`src/rtl/keccak_pkg.sv`:
```
// Shared constants, FSM state encoding and width helpers for the Keccak
// load/unload sequencer.
package keccak_pkg;

  localparam int LANES  = 32'sd25;
  localparam int ROUNDS = 32'sd12;

  typedef enum logic [3:0] {
    ST_IDLE   = 4'b0001,
    ST_LOAD   = 4'b0010,
    ST_RUN    = 4'b0100,
    ST_UNLOAD = 4'b1000
  } io_state_e;

  function automatic int clog2(input int n);
    int r;
    r = 32'sd0;
    while ((32'sd1 << r) < n) begin
      r = r + 32'sd1;
    end
    return r;
  endfunction

  // Index fields never collapse to zero width, even with a single share.
  function automatic int idx_w(input int n);
    int r;
    r = clog2(n);
    if (r < 32'sd1) begin
      r = 32'sd1;
    end else begin
      r = r;
    end
    return r;
  endfunction

endpackage

```
`src/rtl/keccak_lane_counter.sv`:
```
// Lane-major (lane, share) index counter shared by the load and unload phases;
// wraps from (LANES-1, SHARES-1) back to (0, 0).
module keccak_lane_counter
  import keccak_pkg::*;
#(
  parameter int SHARES = 2
) (
  input  logic                      clk,
  input  logic                      rst,
  input  logic                      clr_i,
  input  logic                      en_i,
  output logic [4:0]                lane_o,
  output logic [idx_w(SHARES)-1:0]  share_o,
  output logic                      last_o
);

  localparam int SW = idx_w(SHARES);

  logic [4:0]    lane_d,  lane_q;
  logic [SW-1:0] share_d, share_q;
  logic          lane_end, share_end;

  assign lane_end  = (lane_q == 5'(LANES - 1));
  assign share_end = (share_q == SW'(SHARES - 1));

  // Next index: clear wins over advance; shares step fastest within a lane.
  always_comb begin
    lane_d  = lane_q;
    share_d = share_q;
    if (clr_i) begin
      lane_d  = 5'd0;
      share_d = SW'(0);
    end else if (en_i) begin
      if (share_end) begin
        share_d = SW'(0);
        if (lane_end) begin
          lane_d = 5'd0;
        end else begin
          lane_d = lane_q + 5'd1;
        end
      end else begin
        share_d = share_q + SW'(1);
      end
    end else begin
      lane_d  = lane_q;
      share_d = share_q;
    end
  end

  // Index registers.
  always_ff @(posedge clk) begin
    if (rst) begin
      lane_q  <= 5'd0;
      share_q <= SW'(0);
    end else begin
      lane_q  <= lane_d;
      share_q <= share_d;
    end
  end

  assign lane_o  = lane_q;
  assign share_o = share_q;
  assign last_o  = lane_end & share_end;

endmodule

```
`src/rtl/keccak_io_ctrl.sv`:
```
// Load/unload sequencer in front of keccak_control: streams masked lane shares
// into the datapath, runs the core, then streams the masked result out.
module keccak_io_ctrl
  import keccak_pkg::*;
#(
  parameter int W       = 8,
  parameter int SHARES  = 2,
  parameter int TIMEOUT = 31
) (
  input  logic                      Clock,
  input  logic                      Reset,
  input  logic                      Start,
  input  logic                      InValid,
  output logic                      InReady,
  input  logic [W-1:0]              InData,
  output logic                      LoadEn,
  output logic [W-1:0]              LoadData,
  output logic [4:0]                LaneIdx,
  output logic [idx_w(SHARES)-1:0]  ShareIdx,
  output logic                      CoreReset,
  input  logic                      CoreReady,
  input  logic [W-1:0]              StateLane,
  output logic                      OutValid,
  input  logic                      OutReady,
  output logic [W-1:0]              OutData,
  output logic                      Busy,
  output logic                      Done,
  output logic                      Error
);

  localparam int RCW = clog2(TIMEOUT + 1);

  io_state_e      state_d, state_q;
  logic [RCW-1:0] run_cnt_d, run_cnt_q;
  logic           core_reset_d, core_reset_q;
  logic           error_d, error_q;
  logic           done_d, done_q;
  logic           cnt_clr, cnt_en, last;

  keccak_lane_counter #(
    .SHARES (SHARES)
  ) u_lane_counter (
    .clk     (Clock),
    .rst     (Reset),
    .clr_i   (cnt_clr),
    .en_i    (cnt_en),
    .lane_o  (LaneIdx),
    .share_o (ShareIdx),
    .last_o  (last)
  );

  // Handshake strobes decode straight from the state register.
  assign InReady  = (state_q == ST_LOAD);
  assign OutValid = (state_q == ST_UNLOAD);
  assign LoadEn   = InValid & InReady;
  assign LoadData = InData;
  assign OutData  = StateLane;
  assign Busy     = (state_q != ST_IDLE);

  // Next-state, counter control and flag updates.
  always_comb begin
    state_d      = state_q;
    run_cnt_d    = run_cnt_q;
    core_reset_d = core_reset_q;
    error_d      = error_q;
    done_d       = 1'b0;
    cnt_clr      = 1'b0;
    cnt_en       = 1'b0;
    case (state_q)
      ST_IDLE: begin
        core_reset_d = 1'b1;
        if (Start) begin
          state_d = ST_LOAD;
          error_d = 1'b0;
          cnt_clr = 1'b1;
        end else begin
          state_d = ST_IDLE;
        end
      end
      ST_LOAD: begin
        core_reset_d = 1'b1;
        if (InValid) begin
          cnt_en = 1'b1;
          if (last) begin
            state_d      = ST_RUN;
            core_reset_d = 1'b0;
            run_cnt_d    = RCW'(0);
          end else begin
            state_d = ST_LOAD;
          end
        end else begin
          state_d = ST_LOAD;
        end
      end
      ST_RUN: begin
        core_reset_d = 1'b0;
        if (CoreReady) begin
          state_d   = ST_UNLOAD;
          cnt_clr   = 1'b1;
          run_cnt_d = RCW'(0);
        end else if (run_cnt_q == RCW'(TIMEOUT)) begin
          state_d      = ST_IDLE;
          error_d      = 1'b1;
          core_reset_d = 1'b1;
          run_cnt_d    = RCW'(0);
        end else begin
          run_cnt_d = run_cnt_q + RCW'(1);
        end
      end
      ST_UNLOAD: begin
        // Core stays out of reset so the datapath holds its result.
        core_reset_d = 1'b0;
        if (OutReady) begin
          cnt_en = 1'b1;
          if (last) begin
            state_d      = ST_IDLE;
            done_d       = 1'b1;
            core_reset_d = 1'b1;
          end else begin
            state_d = ST_UNLOAD;
          end
        end else begin
          state_d = ST_UNLOAD;
        end
      end
      default: begin
        state_d      = ST_IDLE;
        run_cnt_d    = RCW'(0);
        core_reset_d = 1'b1;
        cnt_clr      = 1'b1;
      end
    endcase
  end

  // State, run counter and registered control outputs.
  always_ff @(posedge Clock) begin
    if (Reset) begin
      state_q      <= ST_IDLE;
      run_cnt_q    <= RCW'(0);
      core_reset_q <= 1'b1;
      error_q      <= 1'b0;
      done_q       <= 1'b0;
    end else begin
      state_q      <= state_d;
      run_cnt_q    <= run_cnt_d;
      core_reset_q <= core_reset_d;
      error_q      <= error_d;
      done_q       <= done_d;
    end
  end

  assign CoreReset = core_reset_q;
  assign Error     = error_q;
  assign Done      = done_q;

endmodule

```
`config.mk`:
```
export PLATFORM = sky130hd
export DESIGN_NAME = keccak_io_ctrl
export DESIGN_NICKNAME = d
export VERILOG_FILES = /design/src/rtl/keccak_pkg.sv /design/src/rtl/keccak_lane_counter.sv /design/src/rtl/keccak_io_ctrl.sv
export SDC_FILE = /design/constraint.sdc
export NUM_CORES = 1
export LEC_CHECK = 0
export BUFFER_PORTS_ARGS = -buffer_cell sky130_fd_sc_hd__buf_2
export CELL_PAD_IN_SITES_DETAIL_PLACEMENT = 1
export CELL_PAD_IN_SITES_GLOBAL_PLACEMENT = 2
export CORE_UTILIZATION = 25
export DETAILED_ROUTE_END_ITERATION = 6
export PLACE_DENSITY = 0.86
export SLEW_MARGIN = 40
export SYNTH_ARGS = -nofsm -noshare
export SYNTH_HDL_FRONTEND = slang
export SYNTH_HIERARCHICAL = 1
export SYNTH_SLANG_ARGS = --single-unit
```
`constraint.sdc`:
```
create_clock -name Clock -period 2.1 [get_ports Clock]
set_input_delay 0.21 -clock Clock [delete_from_list [all_inputs] [get_ports Clock]]
set_output_delay 0.21 -clock Clock [all_outputs]
set_load 0.005 [all_outputs]
```
==> flow_summary_export.csv <==
group,metric,value,unit
yosys,ys_ff_latch,18,
critical_path,crit_buf_inv,1,
sta,final_clock_period_utilization_by_the_worst_path,0.887,
finish,area_added_between_synthesis_and_finish,8.80,%
clock_tree,cts_max_level,1,
clock_tree,clock_tree_from_tritoncts,"built",
floorplanning,core_area,4120,um2
clock_tree,cts_made_buffers,3,
sta,drv_slew,0,
yosys,synthesis.instances,135,
status,status,"finished, final reports clean",
yosys,synth_fp_nets,161,
yosys,synth_enable_flop_cells,0,
finish,total_inserted_antenna_cells,0,
floorplanning,num_rows,23,
power_and_ir_drop,cellLeakagePower,0.458,nW
critical_path,max_stage_delay,0.37,ns
run,cap_viol_max_count,0,
critical_path,worstPathRequired,2.24,ns
floorplanning,initial_utilization,0.269,
yosys,synth.lib_cells_used.distinct,40,
drt,average_detailed_routed_wire_length_per_instance,15.1,um
yosys,synthesis.area,1110,um2
drt,drt_wl_total,2870,um
critical_path,worstSetupPathType,"reg -> reg",
sta,finalWorstPathRequiredPeriod,1.86,ns
floorplanning,floorplan.die_area,4700,um2
place,place_inst,186,
yosys,ys_seq_area_frac,0.325,
sta,finalHoldWorstSlack,0.188,ns
place,cell_area_placed,1140,um2
finish,finish.instance_area,1210,um2
drt,drt-initial-drc-count,23,
finish,finish.cell_count_without_fillers,190,
yosys,syn_area_per_cell,8.21,um2
power_and_ir_drop,irDropWorstVdd,0.261,mV
drt,drc_errors,0,
drt,antenna_left,0,
global_route,antenna_found_initial,0,
sta,maxSlewHeadroom,0.711,
global_route,grt_start_max_net_pins,14,
critical_path,critical_path.cell_chain,"inv_1 -> ha_1 -> and4b_1 -> and2_2 -> nand2_1 -> a211o_1 -> a32oi_1 -> nor2_1",
place,place.gp.congestion,0.764,
global_route,track_usage,0.133,
drt,viasPerCell,5.11,
floorplanning,io_pins,51,
drt,first_pass_iters,4,
yosys,postSynth.asyncResetShare,0,
critical_path,critPathSlowestCell,"sky130_fd_sc_hd__a211o_1",
floorplanning,chipWidth,68.6,um
place,dp_hpwl,2080,um
yosys,ys_dominant_reg_cell,"sky130_fd_sc_hd__dfxtp_1",
critical_path,worstSetupStartpointType,"flip-flop",
sta,timing.setup.tns,0,ns
hold_path,hold_path.class,"in -> reg",
clock_tree,path_clk_slew,0.07,ns
finish,share_of_final_layout_standard_cells_stronger_than_drive_strength_1,0.243,
place,placement.io_buffers,18,
sta,timing.fmax,537,MHz
global_route,vias_in_the_first_global_route,952,
critical_path,setup.worst_path.end_class,"flip-flop",
sta,finalClockSkew,0.00337,ns
clock_tree,numClockSinks,18,
drt,routed-via-count,971,
critical_path,path_delay_family,"compound AO/OA/AOI/OAI gates",
floorplanning,die_height,68.6,um
sta,final_critical_path_setup_slack,0.238,ns
finish,fin_nets,167,
global_route,globalRoute.totalOverflow,0,
sta,setup_viol,0,
critical_path,cp_data_arrival_time,2.01,ns
power_and_ir_drop,p_per_area,618,nW/um2
global_route,grt_first_pass_wirelength,4620,um
yosys,warning_count_from_the_yosys_run,6,
clock_tree,clock_tree.buffer_depth,2,
critical_path,worstPathMaxFanout,6,
clock_tree,clk-insertion-delay-late,0.25,ns
clock_tree,ctsHoldBuffers,0,
sta,hold_violations,0,
place,place_ws,0.147,ns
sta,worst_slew_pin_slew,0.427,ns
sta,setup_repair_after_global_routing_missed_its_margin,"no",
clock_tree,clock_tree.root_cell,"sky130_fd_sc_hd__clkbuf_8",
cell usage after synthesis (3+ instances only):
library cell,number,area [um2]
sky130_fd_sc_hd__a21oi_1,7,35.0
sky130_fd_sc_hd__a31oi_1,6,37.5
sky130_fd_sc_hd__buf_2,3,15.0
sky130_fd_sc_hd__buf_4,16,120
sky130_fd_sc_hd__dfxtp_1,18,360
sky130_fd_sc_hd__ha_1,4,50.1
sky130_fd_sc_hd__nand2_1,12,45.0
sky130_fd_sc_hd__nand3_1,13,65.1
sky130_fd_sc_hd__nand3b_1,3,22.5
sky130_fd_sc_hd__nor2_1,12,45.0
sky130_fd_sc_hd__or3_1,4,25.0
path summary, 6_finish.rpt:
path,depth (start not counted),end,slack [ns],startpoint
worst min-delay path,2,Error,0.19,Start
worst max register to register,8,run_cnt_q[4],0.24,u_lane_counter/lane_o[0]
worst min register to register,2,u_lane_counter/lane_o[0],0.53,u_lane_counter/lane_o[0]
worst max-delay path,8,run_cnt_q[4],0.24,u_lane_counter/lane_o[0]
metrics by stage:
stage	utilization	power [mW]
4_1_cts	0.292	0.757
2_1_floorplan	-	0.449
3_3_place_gp	0.278	0.454
3_5_place_dp	0.278	0.458
6_report	0.293	0.745
5_1_grt	0.293	0.779
worst reg2reg max path, cell delays in order, from the launching register on:
cell and delay [ns]:
sky130_fd_sc_hd__dfxtp_1 0.35, sky130_fd_sc_hd__inv_1 0.07, sky130_fd_sc_hd__ha_1 0.15, sky130_fd_sc_hd__and4b_1 0.24, sky130_fd_sc_hd__and2_2 0.19, sky130_fd_sc_hd__nand2_1 0.09, sky130_fd_sc_hd__a211o_1 0.37, sky130_fd_sc_hd__a32oi_1 0.23
sky130_fd_sc_hd__nor2_1 0.06
layout make-up:
cell class	count	area (um2)
inverters	2	7.51
well taps	50	62.6
fillers	508	2910
multi-input cells	93	593
repair buffers	23	128
clock buffers	4	55.1
flip-flops and latches	18	360
report_power, final:
| part | leakage (nW) | internal (mW) | total, mW | switching, mW |
|---|---|---|---|---|
| combinational | 0.284 | 0.0426 | 0.103 | 0.0606 |
| clock | 0.0288 | 0.167 | 0.290 | 0.123 |
| sequential | 0.145 | 0.347 | 0.352 | 0.00494 |
routing by layer:
| layer | vias to the layer above | GRT usage | share of wire |
|---|---|---|---|
| li1 | 472 | - | - |
| met1 | 469 | 0.152 | 0.43 |
| met2 | 24 | 0.245 | 0.51 |
| met3 | 6 | 0.0362 | 0.048 |
| met4 | 0 | 0.0286 | 0.0094 |
| met5 | - | 0 | 0 |
placed cells by master, fill, tap and decap left out, types with 3 or more instances in the layout:
| cell | count |
|---|---|
| sky130_fd_sc_hd__dfxtp_1 | 18 |
| sky130_fd_sc_hd__buf_2 | 18 |
| sky130_fd_sc_hd__nand3_1 | 13 |
| sky130_fd_sc_hd__nor2_1 | 12 |
| sky130_fd_sc_hd__nand2_1 | 12 |
| sky130_fd_sc_hd__a21oi_1 | 7 |
| sky130_fd_sc_hd__a31oi_1 | 6 |
| sky130_fd_sc_hd__buf_4 | 5 |
| sky130_fd_sc_hd__ha_1 | 4 |
| sky130_fd_sc_hd__clkbuf_8 | 4 |
| sky130_fd_sc_hd__or3_1 | 4 |
| sky130_fd_sc_hd__nand3b_1 | 3 |
sequential cells by signal, indices dropped and copies added, names as in the netlist:
signal,cells
CoreReset,1
Error,1
state_q,4
u_lane_counter/lane_o,5
Done,1
u_lane_counter/share_o,1
run_cnt_q,5
timing repair:
| item | in CTS | in global routing |
|---|---|---|
| gates resized for setup | 0 | 1 |
| setup endpoints to repair | 0 | 1 |
| buffers inserted | 0 | 0 |
cell families after synthesis:
family / synth area share
AO/OA/AOI/OAI: 0.129
adder cells (fa/ha/maj): 0.0451
flip-flops: 0.325
AND/OR/NAND/NOR: 0.332
XOR/XNOR: 0.0237
buffers and inverters: 0.146
Note: power is estimated with default switching activity, not from simulation.
